==> src/rtl/multicycle_control.sv <==
// Multicycle main controller.
// Steps each instruction through FETCH, DECODE, EXECUTE, MEMORY and WRITEBACK states.
// Every cycle it drives all datapath control strobes. It also handles the memory-ready
// handshake and counts IR loads.
//
// Ports:
//   clk, rst          clock; synchronous active-high reset
//   opcode            4-bit IR opcode (used in DECODE and MEM_ADDR)
//   zero              ALU zero flag (used in BRANCH)
//   mem_ready         memory access completes this cycle
//   ALUOP             00 add, 01 subtract, 10 use function code
//   alu_src_a/b       ALU operand selects
//   pc_write, pc_src  PC load enable and source select
//   ir_write, mem_read, mem_write, iord          IR load, memory strobes, address select
//   reg_write, reg_dst, mem_to_reg               register-file write controls
//   state             current state encoding (debug)
//   halted, illegal   sticky status flags
//   instr_count       IR loads since reset, wraps
module multicycle_control #(
    parameter int unsigned CNT_W = 16
) (
    input  logic             clk,
    input  logic             rst,
    input  logic [3:0]       opcode,
    input  logic             zero,
    input  logic             mem_ready,
    output logic [1:0]       ALUOP,
    output logic             alu_src_a,
    output logic [1:0]       alu_src_b,
    output logic             pc_write,
    output logic [1:0]       pc_src,
    output logic             ir_write,
    output logic             mem_read,
    output logic             mem_write,
    output logic             iord,
    output logic             reg_write,
    output logic             reg_dst,
    output logic             mem_to_reg,
    output logic [3:0]       state,
    output logic             halted,
    output logic             illegal,
    output logic [CNT_W-1:0] instr_count
);

    typedef enum logic [3:0] {
        StFetch   = 4'd0,
        StDecode  = 4'd1,
        StMemAddr = 4'd2,
        StMemRd   = 4'd3,
        StMemWb   = 4'd4,
        StMemWr   = 4'd5,
        StExecR   = 4'd6,
        StRWb     = 4'd7,
        StBranch  = 4'd8,
        StJump    = 4'd9,
        StAddiEx  = 4'd10,
        StAddiWb  = 4'd11,
        StHalt    = 4'd12,
        StIllegal = 4'd13
    } state_e;

    localparam logic [3:0] OpRType = 4'b0000;
    localparam logic [3:0] OpLw    = 4'b0001;
    localparam logic [3:0] OpSw    = 4'b0010;
    localparam logic [3:0] OpBeq   = 4'b0011;
    localparam logic [3:0] OpAddi  = 4'b0100;
    localparam logic [3:0] OpJ     = 4'b0101;
    localparam logic [3:0] OpHalt  = 4'b1111;

    state_e           state_q, state_d;
    logic [CNT_W-1:0] count_q;
    logic             halted_q, illegal_q;

    always_ff @(posedge clk) begin
        if (rst) begin
            state_q   <= StFetch;
            count_q   <= '0;
            halted_q  <= 1'b0;
            illegal_q <= 1'b0;
        end else begin
            state_q <= state_d;
            if (ir_write) begin
                count_q <= count_q + CNT_W'(1);
            end
            // Flags rise together with the terminal state itself.
            if (state_d == StHalt) begin
                halted_q <= 1'b1;
            end
            if (state_d == StIllegal) begin
                illegal_q <= 1'b1;
            end
        end
    end

    always_comb begin
        state_d    = state_q;
        ALUOP      = 2'b00;
        alu_src_a  = 1'b0;
        alu_src_b  = 2'b00;
        pc_write   = 1'b0;
        pc_src     = 2'b00;
        ir_write   = 1'b0;
        mem_read   = 1'b0;
        mem_write  = 1'b0;
        iord       = 1'b0;
        reg_write  = 1'b0;
        reg_dst    = 1'b0;
        mem_to_reg = 1'b0;

        case (state_q)
            StFetch: begin
                mem_read  = 1'b1;
                alu_src_b = 2'b01;
                ir_write  = mem_ready;
                pc_write  = mem_ready;
                if (mem_ready) begin
                    state_d = StDecode;
                end
            end
            StDecode: begin
                // Branch target is precomputed into ALUOut here.
                alu_src_b = 2'b11;
                case (opcode)
                    OpRType:     state_d = StExecR;
                    OpLw, OpSw:  state_d = StMemAddr;
                    OpBeq:       state_d = StBranch;
                    OpAddi:      state_d = StAddiEx;
                    OpJ:         state_d = StJump;
                    OpHalt:      state_d = StHalt;
                    default:     state_d = StIllegal;
                endcase
            end
            StMemAddr: begin
                alu_src_a = 1'b1;
                alu_src_b = 2'b10;
                // Only LW or SW reach this state; the IR is still stable.
                state_d   = (opcode == OpSw) ? StMemWr : StMemRd;
            end
            StMemRd: begin
                mem_read = 1'b1;
                iord     = 1'b1;
                if (mem_ready) begin
                    state_d = StMemWb;
                end
            end
            StMemWb: begin
                reg_write  = 1'b1;
                mem_to_reg = 1'b1;
                state_d    = StFetch;
            end
            StMemWr: begin
                mem_write = 1'b1;
                iord      = 1'b1;
                if (mem_ready) begin
                    state_d = StFetch;
                end
            end
            StExecR: begin
                alu_src_a = 1'b1;
                ALUOP     = 2'b10;
                state_d   = StRWb;
            end
            StRWb: begin
                reg_write = 1'b1;
                reg_dst   = 1'b1;
                state_d   = StFetch;
            end
            StBranch: begin
                alu_src_a = 1'b1;
                ALUOP     = 2'b01;
                pc_src    = 2'b01;
                pc_write  = zero;
                state_d   = StFetch;
            end
            StJump: begin
                pc_src   = 2'b10;
                pc_write = 1'b1;
                state_d  = StFetch;
            end
            StAddiEx: begin
                alu_src_a = 1'b1;
                alu_src_b = 2'b10;
                state_d   = StAddiWb;
            end
            StAddiWb: begin
                reg_write = 1'b1;
                state_d   = StFetch;
            end
            StHalt:    state_d = StHalt;
            StIllegal: state_d = StIllegal;
            // Unused encodings are unreachable; park safely if ever entered.
            default:   state_d = StIllegal;
        endcase

        // Reset kills every strobe at once so an aborted write never lands.
        if (rst) begin
            ALUOP      = 2'b00;
            alu_src_a  = 1'b0;
            alu_src_b  = 2'b00;
            pc_write   = 1'b0;
            pc_src     = 2'b00;
            ir_write   = 1'b0;
            mem_read   = 1'b0;
            mem_write  = 1'b0;
            iord       = 1'b0;
            reg_write  = 1'b0;
            reg_dst    = 1'b0;
            mem_to_reg = 1'b0;
        end
    end

    assign state       = state_q;
    assign halted      = halted_q;
    assign illegal     = illegal_q;
    assign instr_count = count_q;

endmodule

==> config.mk <==
export PLATFORM = sky130hd
export DESIGN_NAME = multicycle_control
export DESIGN_NICKNAME = d
export VERILOG_FILES = /design/src/rtl/multicycle_control.sv
export SDC_FILE = /design/constraint.sdc
export NUM_CORES = 1
export LEC_CHECK = 0
export CAP_MARGIN = 20
export CORE_ASPECT_RATIO = 0.5
export CORE_UTILIZATION = 42
export DETAILED_ROUTE_END_ITERATION = 8
export PLACE_DENSITY = 0.76
export SLEW_MARGIN = 20
export SYNTH_ARGS = -nofsm -noshare
export SYNTH_HDL_FRONTEND = slang
export SYNTH_SLANG_ARGS = --single-unit
==> constraint.sdc <==
create_clock -name clk -period 1.7 [get_ports clk]
set_clock_uncertainty 0.15 [all_clocks]
set_input_delay 0.255 -clock clk [delete_from_list [all_inputs] [get_ports clk]]
set_output_delay 0.255 -clock clk [all_outputs]
set_load 0.05 [all_outputs]
# Word level (Yosys, flattened, before mapping)

Index checks and enable logic that the tools add are counted.

Flip-flop bits (word level): 22
Latch bits: 0
Memory bits (writable): 0
ROM bits: 0
Bits of input ports: 8
Output and inout port bits: 37
Logic and storage cells: 64
Memories kept: 0

Add/subtract/negate cells: 1
$mul: 0
Divide/modulo/power cells: 0
Order comparisons: 0
Equal/unequal tests: 20
Shift-type cells: 0
Multiplexer cells: 30
Bitwise operators: 0
Reduce and logical (&&, ||, !) cells: 9

Operators with widths:

| operator                                                         | number |
|---|---|
| 4-bit one-hot mux with 9 select lines                            | 1 |
| 4-bit == test (second input constant)                            | 8 |
| 4-bit by 3-bit == test with 1-bit output (second input constant) | 6 |
| 4-bit one-hot mux with 6 select lines                            | 1 |
| 1-bit 2-to-1 mux                                                 | 17 |
| 16-bit by 1-bit adder with 16-bit output (second input constant) | 1 |
| 4-bit by 2-bit == test with 1-bit output (second input constant) | 4 |
| 4-bit 2-to-1 mux                                                 | 3 |
| 4-bit by 1-bit == test with 1-bit output (second input constant) | 2 |
| 4-bit logical NOT                                                | 2 |
| 2-bit one-hot mux with 2 select lines                            | 2 |
| 2-bit OR reduction                                               | 4 |
| 2-bit 2-to-1 mux                                                 | 3 |
| 2-bit one-hot mux with 3 select lines                            | 1 |
| 5-bit OR reduction                                               | 1 |
| 4-bit OR reduction                                               | 1 |
| 3-bit 2-to-1 mux                                                 | 1 |
| 1-bit one-hot mux with 3 select lines                            | 1 |
| 3-bit OR reduction                                               | 1 |

# Logic depth before layout (Yosys ltp)

Gate-level depths: netlist of the first run.

Depth after elaboration: 5
Gate-level depth with buffers: 5
Mapped depth without buffers: 5

# Worst setup path before layout of the first run

Ideal clock, no wire load.

Kind: reg-to-output
Start: register state_q[3], in the netlist state[3]
End: output port pc_src[0]
Data arrival time: 2899 ps
Required time: 1295 ps
Slack: -1604 ps
Stages on the path, launching flop included: 5
Path buffers: 2
Path through: dfxtp_1 > buf_6 > nand2b_1 > nor4_1 > buf_4

Word-level cells in the longest chain between the ends: 3

RTL lines:

| what                                    | RTL line | text |
|---|---|---|
| from (decl)                             | 70       | `state_e state_q, state_d;` |
| from (signal assigned)                  | 76       | `state_q <= StFetch;` |
| from (signal assigned)                  | 81       | `state_q <= state_d;` |
| 4-bit == test                           | 110      | `case (state_q)` |
| 2-bit one-hot mux with 2 select lines * | 110      |  |
| 2-bit 2-to-1 mux *                      | 196      | `if (rst) begin` |
| to (decl)                               | 31       | `output logic [1:0] pc_src,` |

Mark *: on every way between the ends. The rest lies on a longest branch, timed or not.

# Worst setup path after layout of the first run

Start: register state_q[3], in the netlist state[3]
End: register halted_q, in the netlist halted

Word-level cells in the longest chain between the ends: 4

RTL lines:

| what                                                                             | RTL line | text |
|---|---|---|
| 4-bit == test / 4-bit by 3-bit == test with 1-bit output (equally long branches) | 110      |  |
| 5-bit OR reduction (no source line)                                              | --       |  |
| 4-bit one-hot mux with 9 select lines *                                          | 110      |  |
| 4-bit == test *                                                                  | 86       | `if (state_d == StHalt) begin` |
| to (signal assigned)                                                             | 78       | `halted_q <= 1'b0;` |
| to (signal assigned)                                                             | 87       | `halted_q <= 1'b1;` |
| to (decl)                                                                        | 72       | `logic halted_q, illegal_q;` |

Marked as above.
A chain may end at the register's enable or synchronous reset.

==> results.env, run 1 <==
IR_DROP_mV=0.646
CRITICAL_PATH_REQUIRED_NS=1.74
CELL_TAKING_THE_MOST_AREA_AFTER_SYNTHESIS='sky130_fd_sc_hd__dfxtp_1'
ANT_NETS=0
DIE-HEIGHT_MICRONS=43.4
CLOCK-ROOT-BUFFER='sky130_fd_sc_hd__clkbuf_8'
ANTENNA_FOUND_INITIAL=0
AREA.SEQUENTIAL_SQ_UM=487
SYNTHESIS.AREA_PER_INSTANCE_SQ_UM=8.22
TOP_CELLS_BY_COUNT_SYNTH='sky130_fd_sc_hd__dfxtp_1, sky130_fd_sc_hd__nor2_1, sky130_fd_sc_hd__a21oi_1, sky130_fd_sc_hd__nand2_1, sky130_fd_sc_hd__nor2b_1'
GLOBALROUTETOTALUTIL_PCT=28.6
CTS_MADE_BUFFERS=3
SYNTH_FF_TYPE='sky130_fd_sc_hd__dfxtp_1'
INITIAL_UTILIZATION_PCT=45.9
RELSLEWSLACK_PCT=76.3
AVGVIACOUNTPERCELL=6.12
POST_ROUTE_CELLS_DRIVE_ABOVE_1_SHARE_PCT=58.5
YOSYS.CELL_TYPES.COUNT=50
DESIGN.DIE.AREA_SQ_MM=0.00368
VIOLATED_CHECKS='DRC, setup timing'
ROUTE.FINAL.WIRE_LENGTH_MICRONS=6360
DESIGN.PORTCOUNT=45
MAX_SLEW.WORST_PIN.SLEW_NS=0.352
CRITPATHLAUNCHTYPE='flip-flop'
PERIOD_MINUS_SLACK_NS=1.90
WORSTHOLDPATHTYPE='reg2reg'
OVERFLOW=0
RSZ0062_AT_GRT='true'
POST_SYN_INSTANCES=175
SYNTH.FF_LATCH_COUNT=22
GRT_MAX_DEGREE=24
GRT_MAX_USAGE_LAYER='met2'
TOTAL_VIA_COUNT_IN_THE_ROUTED_DESIGN=1835
FIN_UTIL_PCT=91.5
CTS_SINKS=22
NETLIST.AREA_LEADER.SHARE_PCT=30.6
NUMBER_OF_CELLS_IN_THE_FINISHED_LAYOUT_APART_FROM_FILLERS=300
SLEW_VIOL_FINAL=0
DRCVIOLATIONCOUNT=2
FIRST_GLOBAL_VIAS=1630
TIMING.FINAL.SETUP_VIOLATIONS=30
WORST_HOLD_SLACK_NS=0.377
PRECTSSETUPSLACK_NS=-0.467
SYNTH_TOP_CELLS_BY_AREA='sky130_fd_sc_hd__dfxtp_1, sky130_fd_sc_hd__nor2_1, sky130_fd_sc_hd__xor2_1'
GRT_PASS1_WL_MICRONS=8220
SYNTHMOSTINSTANTIATEDCELL='sky130_fd_sc_hd__dfxtp_1'
HOLD_VIOL=0
SETUP_TNS_NS=-3.53
DETAILEDPLACEMENTHPWL_MICRONS=3150
DIE_W_MICRONS=84.8
PORT_BUFFERS=44
CLOCK.FMAX_MHz=525
POWERDENSITY_mW_PER_MM2=928
REG2REG_SETUP_SLACK_NS=-0.20
MULTI_INPUT_AREA_SQ_MM=0.00119
NUM_ROWS=14
PLACE_CONGESTION=0.800
STATUS='finished, violations left'
SYNTHESIS.NETS=184
WL_PER_CELL_MICRONS=21.2
SYNTHARSTFLOPSHARE_PCT=0
CLKTRANSATPATHREGS_NS=0.09
DP.CELLS=275
TRITONCTS='built'
CORE_AREA_SQ_MM=0.00314
FINALCRITPERIODSHARE_PCT=112
NNETSFINAL=270
TIMING_WORST_SETUP_PATH_TYPE='reg2reg'
P_LEAK_uW=0.00122
CRITPATHMAXFANOUT=6
GR-USAGE-MET1_PCT=37.7
SYNTH.CELL_AREA_SQ_MM=0.00144
CTS_HOLD_REPAIR.BUFFERS=0
FINAL_CRITICAL_PATH_SETUP_SLACK_NS=-0.203
CLOCK_INSERTION_DELAY_AT_THE_LATER_PIN_OF_THE_SKEW_REPORT_NS=0.27
WORSTSETUPENDPOINTTYPE='flip-flop'
GRT_USE_MET3_PCT=5.90
YOSYSSEQAREASHARE_PCT=30.6
INSERTEDDIODECOUNT=0
FILL_CELLS=112
CTS_BUFFER_DEPTH=2
COUNT_OF_FLIP_FLOPS_WITH_A_BUILT_IN_ENABLE_AFTER_SYNTHESIS=0
SYNTHTOLAYOUTAREAGROWTH_PCT=99.5
DRV.MAX_CAP_VIOLATION_COUNT=0
FIRST_PASS_ITERS=7
GROUTE.LAYER.MET2.USAGE_PCT=48.9
DETAILEDROUTE.FIRSTITERATIONVIOLATIONS=133
CRIT_ARRIVAL_NS=1.94
SYNTH_WARN=0
HTREE_LEVELS=1
==> path summary, 6_finish.rpt <==
path	depth (start not counted)	to	startpoint
max reg2reg	6	halted$_SDFFE_PP0N_	state[3]$_SDFF_PP0_
max	6	halted$_SDFFE_PP0N_	state[3]$_SDFF_PP0_
min reg2reg	2	halted$_SDFFE_PP0N_	halted$_SDFFE_PP0N_
min	2	halted$_SDFFE_PP0N_	halted$_SDFFE_PP0N_
==> cell type report <==
class | count | share of cell area, %
Multi-Input combinational cell | 135 | 41.6
Timing Repair Buffer | 93 | 36.4
Sequential cell | 22 | 17.0
Clock buffer | 4 | 2.31
Tap cell | 40 | 1.74
Inverter | 6 | 1.00
==> state kept, by name (all words and copies together) (netlist names) <==
signal	count
state	4
instr_count	16
halted	1
illegal	1
==> timing repair <==
action,CTS,global route
endpoints found under the setup margin,33,27
pin swaps,8,13
setup buffers,13,8
gates resized for setup,22,29
==> stage by stage <==
step                cell area (sq um)  power, uW
finish                           2870       2660
global route                     2870       2740
CTS                              2680       2430
detailed placement               2420       1830
global placement                 2420       1800
floorplan                        1650       1350
==> cells in the final DEF, fill, tap and decap left out, types with 2 or more instances in the layout <==
| cell type | count |
|---|---|
| sky130_fd_sc_hd__nor4_4 | 3 |
| sky130_fd_sc_hd__o31ai_1 | 2 |
| sky130_fd_sc_hd__dlygate4sd2_1 | 2 |
| sky130_fd_sc_hd__o21ai_0 | 2 |
| sky130_fd_sc_hd__inv_1 | 4 |
| sky130_fd_sc_hd__buf_6 | 11 |
| sky130_fd_sc_hd__and3_1 | 2 |
| sky130_fd_sc_hd__mux2_4 | 3 |
| sky130_fd_sc_hd__clkdlybuf4s50_1 | 5 |
| sky130_fd_sc_hd__o21a_1 | 2 |
| sky130_fd_sc_hd__nand2_2 | 2 |
| sky130_fd_sc_hd__xor2_1 | 7 |
| sky130_fd_sc_hd__nor3_2 | 3 |
| sky130_fd_sc_hd__o211ai_1 | 2 |
| sky130_fd_sc_hd__nand2_1 | 6 |
| sky130_fd_sc_hd__nand2_4 | 2 |
| sky130_fd_sc_hd__buf_12 | 23 |
| sky130_fd_sc_hd__a21oi_1 | 7 |
| sky130_fd_sc_hd__o21ai_1 | 2 |
| sky130_fd_sc_hd__nor2_4 | 5 |
| sky130_fd_sc_hd__dfxtp_4 | 11 |
| sky130_fd_sc_hd__mux2_1 | 3 |
| sky130_fd_sc_hd__dfxtp_1 | 7 |
| sky130_fd_sc_hd__nor3_4 | 6 |
| sky130_fd_sc_hd__nand4_1 | 8 |
| sky130_fd_sc_hd__and2_1 | 2 |
| sky130_fd_sc_hd__nor2_1 | 16 |
| sky130_fd_sc_hd__nand2b_4 | 3 |
| sky130_fd_sc_hd__dfxtp_2 | 4 |
| sky130_fd_sc_hd__o21bai_1 | 2 |
| sky130_fd_sc_hd__clkbuf_8 | 3 |
| sky130_fd_sc_hd__and4_1 | 3 |
| sky130_fd_sc_hd__buf_4 | 49 |
| sky130_fd_sc_hd__nand3_1 | 5 |
| sky130_fd_sc_hd__nor2b_1 | 9 |
==> kinds of logic (layout without fill, tap and decap cells) <==
logic type                 count (synthesis)  after routing  share of synthesized area, %
adders and majority gates                  1              1                         0.869
AOI/OAI and AO/OA                         29             29                          13.4
and+or+nand+nor                           91             91                          39.4
buffers and inverters                     18            103                          6.17
muxes                                      6              6                          4.70
DFF                                       22             22                          30.6
xor gates and xnor gates                   8              8                          4.87
==> power by group <==
| group | leakage [uW] | switching (uW) | internal, uW |
|---|---|---|---|
| sequential | 0.000188 | 89.8 | 557 |
| clock | 0.0000339 | 194 | 256 |
| combinational | 0.000995 | 839 | 729 |
==> routing by layer <==
layer / wire length [microns] / vias to the layer above / share of wire, %
met4: 196 / 0 / 3.1
met2: 3090 / 126 / 49
met5: 0 / - / 0
met1: 2530 / 889 / 40
met3: 534 / 22 / 8.4
li1: - / 798 / -
==> critical path, cell delays in order (launching register included) <==
cell and delay (ns):
sky130_fd_sc_hd__dfxtp_4 0.41, sky130_fd_sc_hd__buf_2 0.19, sky130_fd_sc_hd__nor4b_4 0.28, sky130_fd_sc_hd__buf_4 0.16, sky130_fd_sc_hd__nor2b_1 0.19, sky130_fd_sc_hd__o21bai_1 0.16, sky130_fd_sc_hd__o32ai_1 0.28
Note: power is estimated with default switching activity, not from simulation.
==> inputs of run 2 (changes only) <==
--- a/config.mk
+++ b/config.mk
@@ -7,6 +7,7 @@
 export LEC_CHECK = 0
 export CAP_MARGIN = 20
 export CORE_ASPECT_RATIO = 0.5
+export CORE_MARGIN = 4
 export CORE_UTILIZATION = 42
 export DETAILED_ROUTE_END_ITERATION = 8
 export PLACE_DENSITY = 0.76
==> constraint.sdc (replaced) <==
create_clock -name clk -period 1.6 [get_ports clk]
set_clock_uncertainty 0.15 [all_clocks]
set_input_delay 0.24 -clock clk [delete_from_list [all_inputs] [get_ports clk]]
set_output_delay 0.24 -clock clk [all_outputs]
set_load 0.05 [all_outputs]
==> results.env, run 2 <==
CTS_MADE_BUFFERS=3  # unchanged
POST_CTS_RESIZE_COUNT=42  # +91%
LAST-STAGE-REACHED='clock tree synthesis (4_1_cts)'
CLOCK-ROOT-BUFFER='sky130_fd_sc_hd__clkbuf_8'
DIE_W_MICRONS=90.8  # +7.1%
NUM_ROWS=14  # unchanged
DETAILEDPLACEMENTHPWL_MICRONS=3840  # +22%
SYNTH_TOP_CELLS_BY_AREA='sky130_fd_sc_hd__dfxtp_1, sky130_fd_sc_hd__nor2_1, sky130_fd_sc_hd__xor2_1'
COUNT_OF_FLIP_FLOPS_WITH_A_BUILT_IN_ENABLE_AFTER_SYNTHESIS=0  # unchanged
SYNTHESIS.AREA_PER_INSTANCE_SQ_UM=8.22  # unchanged
FIRSTERROR='[ERROR DPL-0038] Utilization greater than 100%, impossible to legalize'
CTS_HOLD_REPAIR.BUFFERS=0  # unchanged
SYNTHMOSTINSTANTIATEDCELL='sky130_fd_sc_hd__dfxtp_1'
PLACE_CONGESTION=0.814  # +1.7%
SYNTH_WARN=0  # unchanged
SYNTH.CELL_AREA_SQ_MM=0.00144  # unchanged
DIE-HEIGHT_MICRONS=49.4  # +14%
CTS_BUFFER_DEPTH=2  # unchanged
POSTPLACECELLAREA_SQ_MM=0.00282  # +16%
PRECTSSETUPSLACK_NS=-0.475  # -0.00786 ns
NETLIST.AREA_LEADER.SHARE_PCT=30.6  # unchanged
DESIGN.PORTCOUNT=45  # unchanged
HTREE_LEVELS=1  # unchanged
SYNTHESIS.NETS=184  # unchanged
CTS_SETUP_BUFFERS=17  # +4
PORT_BUFFERS=44  # unchanged
SYNTH.FF_LATCH_COUNT=22  # unchanged
YOSYSSEQAREASHARE_PCT=30.6  # unchanged
SYNTH_FF_TYPE='sky130_fd_sc_hd__dfxtp_1'
CELL_TAKING_THE_MOST_AREA_AFTER_SYNTHESIS='sky130_fd_sc_hd__dfxtp_1'
CTS_SINKS=22  # unchanged
SYNTHARSTFLOPSHARE_PCT=0  # unchanged
INITIAL_UTILIZATION_PCT=45.9  # unchanged
TOP_CELLS_BY_COUNT_SYNTH='sky130_fd_sc_hd__dfxtp_1, sky130_fd_sc_hd__nor2_1, sky130_fd_sc_hd__a21oi_1, sky130_fd_sc_hd__nand2_1, sky130_fd_sc_hd__nor2b_1'
YOSYS.CELL_TYPES.COUNT=50  # unchanged
STATUS='did not finish'
POST_SYN_INSTANCES=175  # unchanged
DP.CELLS=297  # +8.0%
-- run 2: cell counts after synthesis --
No cell type changed its count.
-- run 2: metrics by stage --
stage	util, %	hold WS (ns)
floorplan	-	0.319
global placement	89.8	0.333
detailed placement	89.8	0.339
-- run 2: cells by family after synthesis --
group	count (synthesis)	share of synthesized area, %
buffers and inverters	18	6.17
AO/OA/AOI/OAI	29	13.4
AND/OR/NAND/NOR	91	39.4
flip-flops	22	30.6
multiplexers	6	4.70
adder cells (fa/ha/maj)	1	0.869
XOR/XNOR	8	4.87
==> inputs of run 3 (changes only) <==
--- a/config.mk
+++ b/config.mk
@@ -6,11 +6,10 @@
 export NUM_CORES = 1
 export LEC_CHECK = 0
 export CAP_MARGIN = 20
-export CORE_ASPECT_RATIO = 0.5
 export CORE_MARGIN = 4
-export CORE_UTILIZATION = 42
+export CORE_UTILIZATION = 30
 export DETAILED_ROUTE_END_ITERATION = 8
-export PLACE_DENSITY = 0.76
+export PLACE_DENSITY_LB_ADDON = 0.15
 export SLEW_MARGIN = 20
 export SYNTH_ARGS = -nofsm -noshare
 export SYNTH_HDL_FRONTEND = slang
==> constraint.sdc (replaced) <==
create_clock -name clk -period 2.1 [get_ports clk]
set_clock_uncertainty 0.15 [all_clocks]
set_input_delay 0.315 -clock clk [delete_from_list [all_inputs] [get_ports clk]]
set_output_delay 0.315 -clock clk [all_outputs]
set_load 0.05 [all_outputs]
==> results.env, run 3 (synthesis results as in run 1) <==
STATUS='finished, final reports clean'
DETAILEDPLACEMENTHPWL_MICRONS=3000  # -22%
AREA.SEQUENTIAL_SQ_UM=453
CLKTRANSATPATHREGS_NS=0.08
FIN_AREA_SQ_MM=0.00242
PLACE_CONGESTION=0.828  # +1.7%
TIMING.FINAL.SETUP_VIOLATIONS=0
GRT_MAX_DEGREE=23
DIE-HEIGHT_MICRONS=77.3  # +56%
POWERDENSITY_mW_PER_MM2=710
CTS_SINKS=22  # unchanged
ROUTE.FINAL.WIRE_LENGTH_MICRONS=4000
TOTAL_POWER_uW=1720
CLOCK_POWER_SHARE_PCT=17.5
NNETSFINAL=247
AVGVIACOUNTPERCELL=5.18
MAX_SLEW.WORST_PIN.SLEW_NS=0.502
CRITICAL_PATH.SLOWEST_CELL='sky130_fd_sc_hd__clkdlybuf4s50_1'
FIN_UTIL_PCT=53.6
DETAILEDROUTE.FIRSTITERATIONVIOLATIONS=64
DESIGN.PORTCOUNT=45  # unchanged
CLOCK_INSERTION_DELAY_AT_THE_LATER_PIN_OF_THE_SKEW_REPORT_NS=0.26
SWITCHING_SHARE_PCT=40.7
CRIT_PATH_CELL_TRACE='clkdlybuf4s50_1'
DRV.MAX_CAP_VIOLATION_COUNT=0
ANTENNA_FOUND_INITIAL=0
TRITONCTS='built'
CLOCK-ROOT-BUFFER='sky130_fd_sc_hd__clkbuf_8'
LARGEST_REGISTER_FF_COUNT=16
FINALCRITPERIODSHARE_PCT=96.5
FILL_CELLS=424
SYNTHTOLAYOUTAREAGROWTH_PCT=67.9
ANT_NETS=0
DRCVIOLATIONCOUNT=0
CTS_MADE_BUFFERS=3  # unchanged
FIRST_GLOBAL_VIAS=1447
WORSTHOLDPATHTYPE='reg2reg'
CRITICAL_HOLD_PATH_STARTPOINT='halted$_SDFFE_PP0N_'
WL_PER_CELL_MICRONS=13.8
PORT_BUFFERS=44  # unchanged
CRITICAL_PATH_REQUIRED_NS=1.63
CTS_HOLD_REPAIR.BUFFERS=0  # unchanged
GRT_PASS1_WL_MICRONS=6680
WORSTSETUPSTARTPOINT='instr_count[8]$_SDFFE_PP0P_'
POSTPLACECELLAREA_SQ_MM=0.00227  # -19%
OVERFLOW=0
NETSWITCHINGPOWER_uW=699
PATH_DELAY_FAMILY='buffers and inverters'
IR_DROP_mV=0.571
CRITICAL_PATH.MAX_STAGE_DELAY_NS=0.85
CRITPATHLAUNCHTYPE='flip-flop'
COMBPWRFRAC_PCT=51.8
P_INT_uW=1020
WORSTREG2REGSTART='state[1]$_SDFF_PP0_'
DIE_W_MICRONS=77.3  # -15%
CORE_AREA_SQ_MM=0.00450
POWER.SEQUENTIAL.FRACTION_PCT=30.7
TOTAL_VIA_COUNT_IN_THE_ROUTED_DESIGN=1498
CTS_BUFFER_DEPTH=2  # unchanged
MOST_COMMON_LIBRARY_CELL_IN_THE_LAYOUT_IGNORING_FILL_AND_TAPS='sky130_fd_sc_hd__buf_4'
DESIGN.DIE.AREA_SQ_MM=0.00597
MULTI_INPUT_AREA_SQ_MM=0.00102
CRITPATHBUFINV=1
CLOCK.FMAX_MHz=493
SLEW_VIOL_FINAL=0
INITIAL_UTILIZATION_PCT=31.9  # -14 points
P_LEAK_uW=0.000939
NUM_ROWS=24  # +10
POST_ROUTE_CELLS_DRIVE_ABOVE_1_SHARE_PCT=35.0
HTREE_LEVELS=1  # unchanged
GLOBALROUTETOTALUTIL_PCT=13.3
RELSLEWSLACK_PCT=66.4
WORSTSETUPENDPOINTTYPE='primary output'
FIRST_PASS_ITERS=4
RSZ0062_AT_GRT='false'
INSERTEDDIODECOUNT=0
PERIOD_MINUS_SLACK_NS=2.03
CRIT_ARRIVAL_NS=1.56
LAYOUT_COMMON_CELLS='sky130_fd_sc_hd__buf_4, sky130_fd_sc_hd__clkdlybuf4s50_1, sky130_fd_sc_hd__dfxtp_1'
TIMING_WORST_SETUP_PATH_TYPE='reg2out'
HOLD_VIOL=0
CRITPATHMAXFANOUT=5
## run 3: through the flow
stage	setup TNS, ns	hold WS (ns)	std cells	worst slack, ns
after global placement	-0.309	0.303	279	-0.0492
final	0	0.324	289	0.0730
after CTS	-0.0202	0.329	284	-0.0134
after floorplan	-1.15	0.397	175	-0.208
after detailed placement	-0.516	0.317	279	-0.0795
after global routing	0	0.354	289	0.0143
## run 3: power by group through the flow
stage | logic, uW | registers (uW) | clock network, uW
after floorplan | 441 | 588 | 0
after global routing | 941 | 535 | 336
after detailed placement | 827 | 544 | 0
after global placement | 822 | 542 | 0
final | 889 | 527 | 301
after CTS | 841 | 537 | 315
## run 3: area by class of cell
class | instances | area share, %
clock buffer | 4 | 2.28
inverter | 6 | 0.932
multi-input combinational | 135 | 42.1
sequential | 22 | 18.7
tap | 52 | 2.69
timing repair buffer | 70 | 33.2
## run 3: final timing paths
| check | end | cells past startpoint | slack [ns] |
|---|---|---|---|
| worst max-delay path | instr_count[8] | 1 | 0.07 |
| worst min-delay path | halted$_SDFFE_PP0N_ | 2 | 0.32 |
| worst max register to register | instr_count[10]$_SDFFE_PP0P_ | 6 | 0.16 |
| worst min register to register | halted$_SDFFE_PP0N_ | 2 | 0.32 |
## run 3: what timing repair did
| action | 4_1_cts | 5_1_grt |
|---|---|---|
| pin swaps | 0 | 1 |
| setup endpoints to repair | 4 | 6 |
| gates resized for setup | 4 | 11 |
| setup buffers | 1 | 5 |
## run 3: per-layer routing
layer  share of wire, %  vias to the layer above  track usage [%]
li1                   -                      752                -
met1                 47                      708             17.4
met2                 48                       36             21.6
met3                4.8                        2             3.75
met4               0.45                        0             3.20
met5                  0                        -                0
